## src/rtl/decrypt_stream.sv

```systemverilog
// Streaming LWE decryption core.
// Accumulates <a,s> over PARALLEL lanes per beat, then decodes
// m = round((b - <a,s>) mod q * t / q) mod t, or the raw low bits of the
// difference, and holds the result until the consumer accepts it.
module decrypt_stream #(
  parameter int PLAINTEXT_WIDTH  = 6,
  parameter int CIPHERTEXT_WIDTH = 10,
  parameter int DIMENSION        = 10,
  parameter int DIM_WIDTH        = 4,
  parameter int PARALLEL         = 2
) (
  input  logic                                   clk,
  input  logic                                   rst_n,
  input  logic                                   start,
  input  logic [CIPHERTEXT_WIDTH-1:0]            b_in,
  input  logic                                   round_en,
  output logic                                   busy,
  input  logic                                   in_valid,
  output logic                                   in_ready,
  input  logic [CIPHERTEXT_WIDTH*PARALLEL-1:0]   secretkey_entry,
  input  logic [CIPHERTEXT_WIDTH*PARALLEL-1:0]   ciphertext_entry,
  output logic                                   out_valid,
  input  logic                                   out_ready,
  output logic [PLAINTEXT_WIDTH-1:0]             result
);

  localparam int CW    = CIPHERTEXT_WIDTH;
  localparam int PW    = PLAINTEXT_WIDTH;
  localparam int BEATS = (DIMENSION + PARALLEL - 1) / PARALLEL;
  localparam int SHIFT = CW - PW;

  localparam logic [CW-1:0]        HALF      = CW'(1) << (SHIFT - 1);
  localparam logic [DIM_WIDTH-1:0] LAST_BEAT = DIM_WIDTH'(BEATS - 1);

  localparam logic [1:0] S_IDLE  = 2'd0;
  localparam logic [1:0] S_ACCUM = 2'd1;
  localparam logic [1:0] S_DONE  = 2'd2;

  logic [1:0]           state_q,  state_d;
  logic [CW-1:0]        acc_q,    acc_d;
  logic [DIM_WIDTH-1:0] beat_q,   beat_d;
  logic [CW-1:0]        b_q,      b_d;
  logic                 round_q,  round_d;
  logic [PW-1:0]        result_q, result_d;

  logic [CW-1:0] beat_sum;
  logic [CW-1:0] sk_lane;
  logic [CW-1:0] ct_lane;
  logic [CW-1:0] dot;
  logic [CW-1:0] diff;
  logic [CW-1:0] rounded;
  logic [PW-1:0] decoded;

  // Sum of this beat's lane products; lanes past the end of the vector are masked.
  always_comb begin
    // NOTE: every combinational output gets a default first so no path infers a latch.
    beat_sum = '0;
    sk_lane  = '0;
    ct_lane  = '0;
    for (int k = 0; k < PARALLEL; k++) begin
      sk_lane = secretkey_entry[k*CW +: CW];
      ct_lane = ciphertext_entry[k*CW +: CW];
      // CW x CW multiply in a CW-wide context keeps only the low bits: the
      // product is taken mod q, which is what the modular sum needs.
      if ((int'(beat_q) * PARALLEL + k) < DIMENSION) begin
        beat_sum = beat_sum + sk_lane * ct_lane;
      end
    end
  end

  // Running dot product including the current beat, and the decoded plaintext.
  always_comb begin
    dot     = acc_q + beat_sum;
    diff    = b_q - dot;
    // Adding half a step before the shift rounds to nearest; the carry out of
    // the top bit is dropped so values just below q decode to 0.
    rounded = diff + HALF;
    decoded = round_q ? rounded[CW-1:SHIFT] : diff[PW-1:0];
  end

  // Next-state logic for the IDLE -> ACCUM -> DONE sequence.
  always_comb begin
    state_d  = state_q;
    acc_d    = acc_q;
    beat_d   = beat_q;
    b_d      = b_q;
    round_d  = round_q;
    result_d = result_q;
    case (state_q)
      S_IDLE: begin
        if (start) begin
          b_d     = b_in;
          round_d = round_en;
          acc_d   = '0;
          beat_d  = '0;
          state_d = S_ACCUM;
        end
      end
      S_ACCUM: begin
        if (in_valid) begin
          acc_d = dot;
          if (beat_q == LAST_BEAT) begin
            result_d = decoded;
            state_d  = S_DONE;
          end else begin
            beat_d = beat_q + DIM_WIDTH'(1);
          end
        end
      end
      S_DONE: begin
        if (out_ready) begin
          state_d = S_IDLE;
        end
      end
      default: state_d = S_IDLE;
    endcase
  end

  // State registers; reset discards any decryption in progress.
  always_ff @(posedge clk or negedge rst_n) begin
    if (!rst_n) begin
      state_q  <= S_IDLE;
      acc_q    <= '0;
      beat_q   <= '0;
      b_q      <= '0;
      round_q  <= 1'b0;
      result_q <= '0;
    end else begin
      // NOTE: non-blocking assignments so every flop samples pre-edge values.
      state_q  <= state_d;
      acc_q    <= acc_d;
      beat_q   <= beat_d;
      b_q      <= b_d;
      round_q  <= round_d;
      result_q <= result_d;
    end
  end

  assign busy      = (state_q != S_IDLE);
  assign in_ready  = (state_q == S_ACCUM);
  assign out_valid = (state_q == S_DONE);
  assign result    = result_q;

endmodule
```

## config.mk

```make
export PLATFORM = sky130hd
export DESIGN_NAME = decrypt_stream
export DESIGN_NICKNAME = d
export VERILOG_FILES = /design/src/rtl/decrypt_stream.sv
export SDC_FILE = /design/constraint.sdc
export NUM_CORES = 1
export LEC_CHECK = 0
export BUFFER_PORTS_ARGS = -buffer_cell sky130_fd_sc_hd__buf_2
export CORE_ASPECT_RATIO = 0.8
export CORE_MARGIN = 10
export CORE_UTILIZATION = 60
export CTS_BUF_LIST = sky130_fd_sc_hd__clkbuf_16
export CTS_CLUSTER_SIZE = 8
export DETAILED_ROUTE_END_ITERATION = 8
export PLACE_DENSITY = 0.82
export SETUP_SLACK_MARGIN = 0.5
export SYNTH_ARGS = -nofsm -noshare
export SYNTH_HDL_FRONTEND = slang
export SYNTH_SLANG_ARGS = --single-unit
export TNS_END_PERCENT = 20
```

## constraint.sdc

```tcl
create_clock -name clk -period 11.2 [get_ports clk]
set_input_delay 0.56 -clock clk [delete_from_list [all_inputs] [get_ports clk]]
set_output_delay 0.56 -clock clk [all_outputs]
set_load 0.02 [all_outputs]
```

==> results of run 1 <==
registers in the layout, indices dropped and copies added (netlist names):
| name | cells |
|---|---|
| acc_q | 10 |
| b_q | 10 |
| beat_q | 4 |
| result | 6 |
| round_q | 1 |
| state_q | 2 |
per-stage QoR:
stage	instances	area [um2]	hold slack (ps)	utilization, %	worst slack (ps)
floorplan	611	5444	264.4	-	2375
global placement	779	5874	460.1	67.75	2122
detailed placement	779	5874	465.0	67.75	1853
CTS	786	6007	381.5	69.28	2128
global route	786	6007	425.3	69.28	1715
finish	786	6007	359.8	69.28	2136
final cells by class:
type,count,area share [%]
sequential,33,13.75
clock buffer,5,2.083
inverter,86,5.374
clock inverter,2,0.1250
timing repair buffer,65,5.457
multi-input combinational,483,70.88
tap,112,2.333
cell families (layout without fill, tap and decap cells):
family / after synthesis / after routing / synth area share [%]
and+or+nand+nor: 194 / 194 / 17.51
xor gates and xnor gates: 64 / 64 / 11.31
muxes: 14 / 14 / 2.827
buffers and inverters: 95 / 158 / 6.619
AOI/OAI and AO/OA: 83 / 83 / 9.699
DFF: 33 / 33 / 15.17
adders and majority gates: 128 / 128 / 36.87
final timing paths:
check,start,slack (ps),end
max,ciphertext_entry[3],2140,result[5]
max reg2reg,beat_q[0],4330,result[5]
min reg2reg,result[1],470,result[1]
min in group clk,result[1],470,result[1]
min,rst_n,360,state_q[1]
max in group asynchronous,rst_n,10350,b_q[8]
placed cells by master, fill, tap and decap left out, types with 20 or more instances in the layout:
master / count
nand2_1: 83
a21oi_1: 20
and2_1: 61
fa_1: 54
ha_1: 74
buf_2: 64
o21ai_0: 25
dfrtp_1: 33
inv_1: 87
xnor2_1: 43
routing by layer:
layer | global-route usage, % | vias up
li1 | - | 2095
met1 | 24.30 | 2114
met2 | 32.29 | 108
met3 | 2.525 | 18
met4 | 3.571 | 0
met5 | 0 | -
==> results.json, run 1 <==
{
  "post-dp-hpwl_um": 10560,
  "worstMarginPinSlew_ps": 807.4,
  "route.met2.wl_um": 6032,
  "clkLatencyLatePin_ps": 280,
  "antenna_found_initial": 0,
  "first_iter_violations": 206,
  "critPathLaunchType": "primary input",
  "grt_overflow": 0,
  "antenna_cells": 0,
  "drv_cap": 0,
  "first_pass_iters": 5,
  "post_drt_wl_per_cell_um": 15.71,
  "numCtsBuffers": 5,
  "wl_met1_um": 5644,
  "cts_hold_buf": 0,
  "routed_wl_um": 12350,
  "hold_violations": 0,
  "core_um2": 8671,
  "ys_async_sr_fraction_pct": 100.0,
  "numClockSinks": 33,
  "cp.arrival_ps": 9230,
  "fp.dieArea_um2": 13310,
  "cp.depth": 35,
  "worst_path_max_delay_cell": "fa_1",
  "ant_nets": 0,
  "max_freq_mhz": 110.3,
  "fill_cells": 676,
  "clk_path_buf_depth": 2,
  "multiInputGateArea_um2": 4258,
  "rsz0062_at_grt": "false",
  "regArea_um2": 825.8,
  "synth_most_common_cell": "inv_1",
  "area_delta_synth_final_pct": 10.34,
  "fp-row-count": 30,
  "syn_nets": 795,
  "synth_edf_count": 0,
  "grt_pass1_vias": 4647,
  "root_buffer": "clkbuf_16",
  "netlist_instances": 611,
  "synth-main-ff-cell": "dfrtp_1",
  "grt_usage_pct": 18.68,
  "io_buffers": 64,
  "viasPerCell": 5.515,
  "netlist_area_um2": 5444,
  "drc": 0,
  "cpLargestDelayFamily": "adder cells",
  "globalplace.congestion": 0.9408,
  "vias": 4335,
  "fin_crit_ps": 9064,
  "post-cts-setup-buffer-count": 0,
  "pin_count": 65,
  "min_path_type": "primary input to asynchronous set/reset pin",
  "fin_setup_tns_ps": 0,
  "synth.top_cell.area_share_pct": 19.86,
  "initial_utilization_pct": 62.78,
  "relSlewSlack_pct": 45.97,
  "status": "finished, final reports clean",
  "wl_met3_um": 528,
  "yosysTopAreaCell": "fa_1",
  "htree_num_levels": 2,
  "seq_area_frac_synth_pct": 15.17,
  "path_max_fanout": 7,
  "highest_layer": "met4",
  "ctsResizeCount": 0,
  "path_clk_slew_ps": 50,
  "grt_first_pass_wirelength_um": 21180,
  "ys_warn_count": 0,
  "cts_tree": "built",
  "slowest_delay_ps": 540,
  "crit_top_cell": "fa_1",
  "cp-end-kind": "flip-flop",
  "synth.area.top_cells": "fa_1 (20%), ha_1 (17%), dfrtp_1 (15%)",
  "grt_max_degree": 34,
  "fp.dieH_um": 105.2,
  "die_w_um": 126.5,
  "ys_seq_elements": 33,
  "worst_ep_required_time_ps": 11370,
  "maxSlewViolCount": 0,
  "post-route-period-util_pct": 80.93,
  "synth_cell_type_count": 39,
  "crit_buf_inv": 7,
  "rr_worst_depth": 30,
  "finalSetupViolations": 0,
  "finalNetCount": 858,
  "drive_above_1_share_pct": 12.31,
  "skew_ps": 4.811,
  "synth_common_cells": "inv_1 (86), nand2_1 (83), ha_1 (74)",
  "avgSynthCellArea_um2": 8.910,
  "critical_path_class": "primary input to flip-flop"
}
Power of run 1 is left out: the tool's default activity adds up to more than one toggle a clock period on the data nets, which glitch-free logic cannot reach.
==> run 2, diff against run 1 <==
- CORE_UTILIZATION: 60 -> 55
- PLACE_DENSITY: 0.82 -> 0.79
- clock period: 11.2 -> 7.6 ns (I/O delays scaled with it)
==> run 2 against run 1 <==
  * The flow now finishes with violations (setup timing)
  * Global-route usage rose by 0.37 points
  * Setup slack got worse by 2600 ps
  * Clock skew rose by 0.97 ps
  * Routed wire length rose by 7.1%
  * Worst hold slack got worse by 210 ps
  * Design area rose by 12%
  * Highest routed layer unchanged
==> results.json, run 2 (synthesis gave the netlist of run 1 again) <==
{
  "clk_path_buf_depth": 2,
  "die_w_um": 131.2,
  "drive_above_1_share_pct": 23.91,
  "cts_tree": "built",
  "crit_top_cell": "fa_1",
  "antenna_found_initial": 0,
  "io_buffers": 64,
  "drc": 0,
  "drv_cap": 0,
  "postLayoutCellArea_um2": 6730,
  "grt_first_pass_wirelength_um": 22910,
  "status": "finished, violations left",
  "maxSlewViolCount": 0,
  "fp.dieH_um": 109.0,
  "hold_violations": 0,
  "finalSetupViolations": 4,
  "root_buffer": "clkbuf_16",
  "fin_setup_tns_ps": -923.4,
  "cp-end-kind": "flip-flop",
  "rr_worst_depth": 32,
  "path_clk_slew_ps": 50,
  "pin_count": 65,
  "htree_num_levels": 2,
  "core_um2": 9649,
  "worst_path_max_delay_cell": "fa_1",
  "grt_overflow": 0,
  "setup_ws_ps": -493.2,
  "area_delta_synth_final_pct": 23.63,
  "multiInputGateArea_um2": 4496,
  "placedInstanceArea_um2": 6386,
  "grt_max_degree": 34,
  "initial_utilization_pct": 56.42,
  "fin_util_pct": 69.75,
  "fp.dieArea_um2": 14300,
  "globalplace.congestion": 0.8856,
  "final_common_cell": "inv_1",
  "max_freq_mhz": 123.6,
  "ant_nets": 0,
  "numClockSinks": 33,
  "min_path_type": "primary input to asynchronous set/reset pin",
  "final_cell_mix": "inv_1 (82), nand2_1 (79), ha_1 (66), buf_4 (62), and2_1 (61)",
  "path_max_fanout": 5,
  "fp-row-count": 32,
  "rrSetupSlack_ps": 920,
  "critPathLaunchType": "primary input",
  "grt_usage_pct": 19.04,
  "viasPerCell": 5.260,
  "antenna_cells": 0,
  "post_drt_wl_per_cell_um": 15.24,
  "routed_wl_um": 13230,
  "post-route-period-util_pct": 106.5,
  "finalNetCount": 915,
  "cts_hold_buf": 0,
  "fin_crit_ps": 8093,
  "skew_ps": 5.784,
  "critical_path_class": "primary input to flip-flop",
  "numCtsBuffers": 5,
  "rsz0062_at_grt": "true",
  "vias": 4566,
  "worstMarginPinSlew_ps": 713.8,
  "worst_ep_required_time_ps": 7770,
  "grt_pass1_vias": 4916,
  "whs_ps": 153.5,
  "first_iter_violations": 205,
  "first_pass_iters": 4,
  "clkLatencyLatePin_ps": 280,
  "slowest_delay_ps": 540,
  "post-dp-hpwl_um": 11320,
  "violations": "setup timing",
  "regArea_um2": 825.8,
  "cp.arrival_ps": 8260,
  "relSlewSlack_pct": 52.41,
  "fill_cells": 757
}
-- run 2: cell count changes in the layout (fill, tap and decap cells not counted), sizes merged --
cell and change:
clkinv +2, inv -1, buf +57
-- run 2: repair_timing --
action,CTS,global route
pin swaps,24,4
setup endpoints to repair,7,8
gates resized for setup,28,9
buffers inserted,2,0
-- run 2: worst max-delay path, delay by kind of cell --
| kind | cells | cell delay, ps |
|---|---|---|
| XOR/XNOR | 5 | 860 |
| AO/OA/AOI/OAI | 6 | 1030 |
| adder cells (fa/ha/maj) | 12 | 4760 |
| AND/OR/NAND/NOR | 5 | 570 |
| multiplexers | 1 | 280 |
| buffers and inverters | 7 | 400 |
-- run 2: worst paths after layout --
check / from / to
max: secretkey_entry[2] / result[5]
min: rst_n / round_q
max reg2reg: beat_q[0] / result[5]
min reg2reg: result[3] / result[3]
max in group asynchronous: rst_n / b_q[6]
min in group clk: out_ready / state_q[1]
-- run 2: final cells by class --
class,instances,share of cell area [%]
Timing Repair Buffer,122,11.56
Multi-Input combinational cell,483,66.80
Tap cell,136,2.528
Sequential cell,33,12.27
Clock inverter,3,0.1859
Inverter,86,4.796
Clock buffer,5,1.859
-- run 2: metrics by stage --
stage / std cells / worst slack (ps)
floorplan: 611 / -490.0
global placement: 858 / -788.8
detailed placement: 858 / -950.6
CTS: 868 / -508.2
global route: 868 / -901.1
finish: 868 / -493.2
-- run 2: routing by layer --
layer  vias to the layer above  global-route usage, %  wire length, um
met2                       105                  33.14             6368
li1                       2211                      -                -
met1                      2236                  24.68             6033
met5                         -                      0                0
met4                         0                  4.247              155
met3                        14                  2.941              669
Power of run 2 is left out for the same reason.
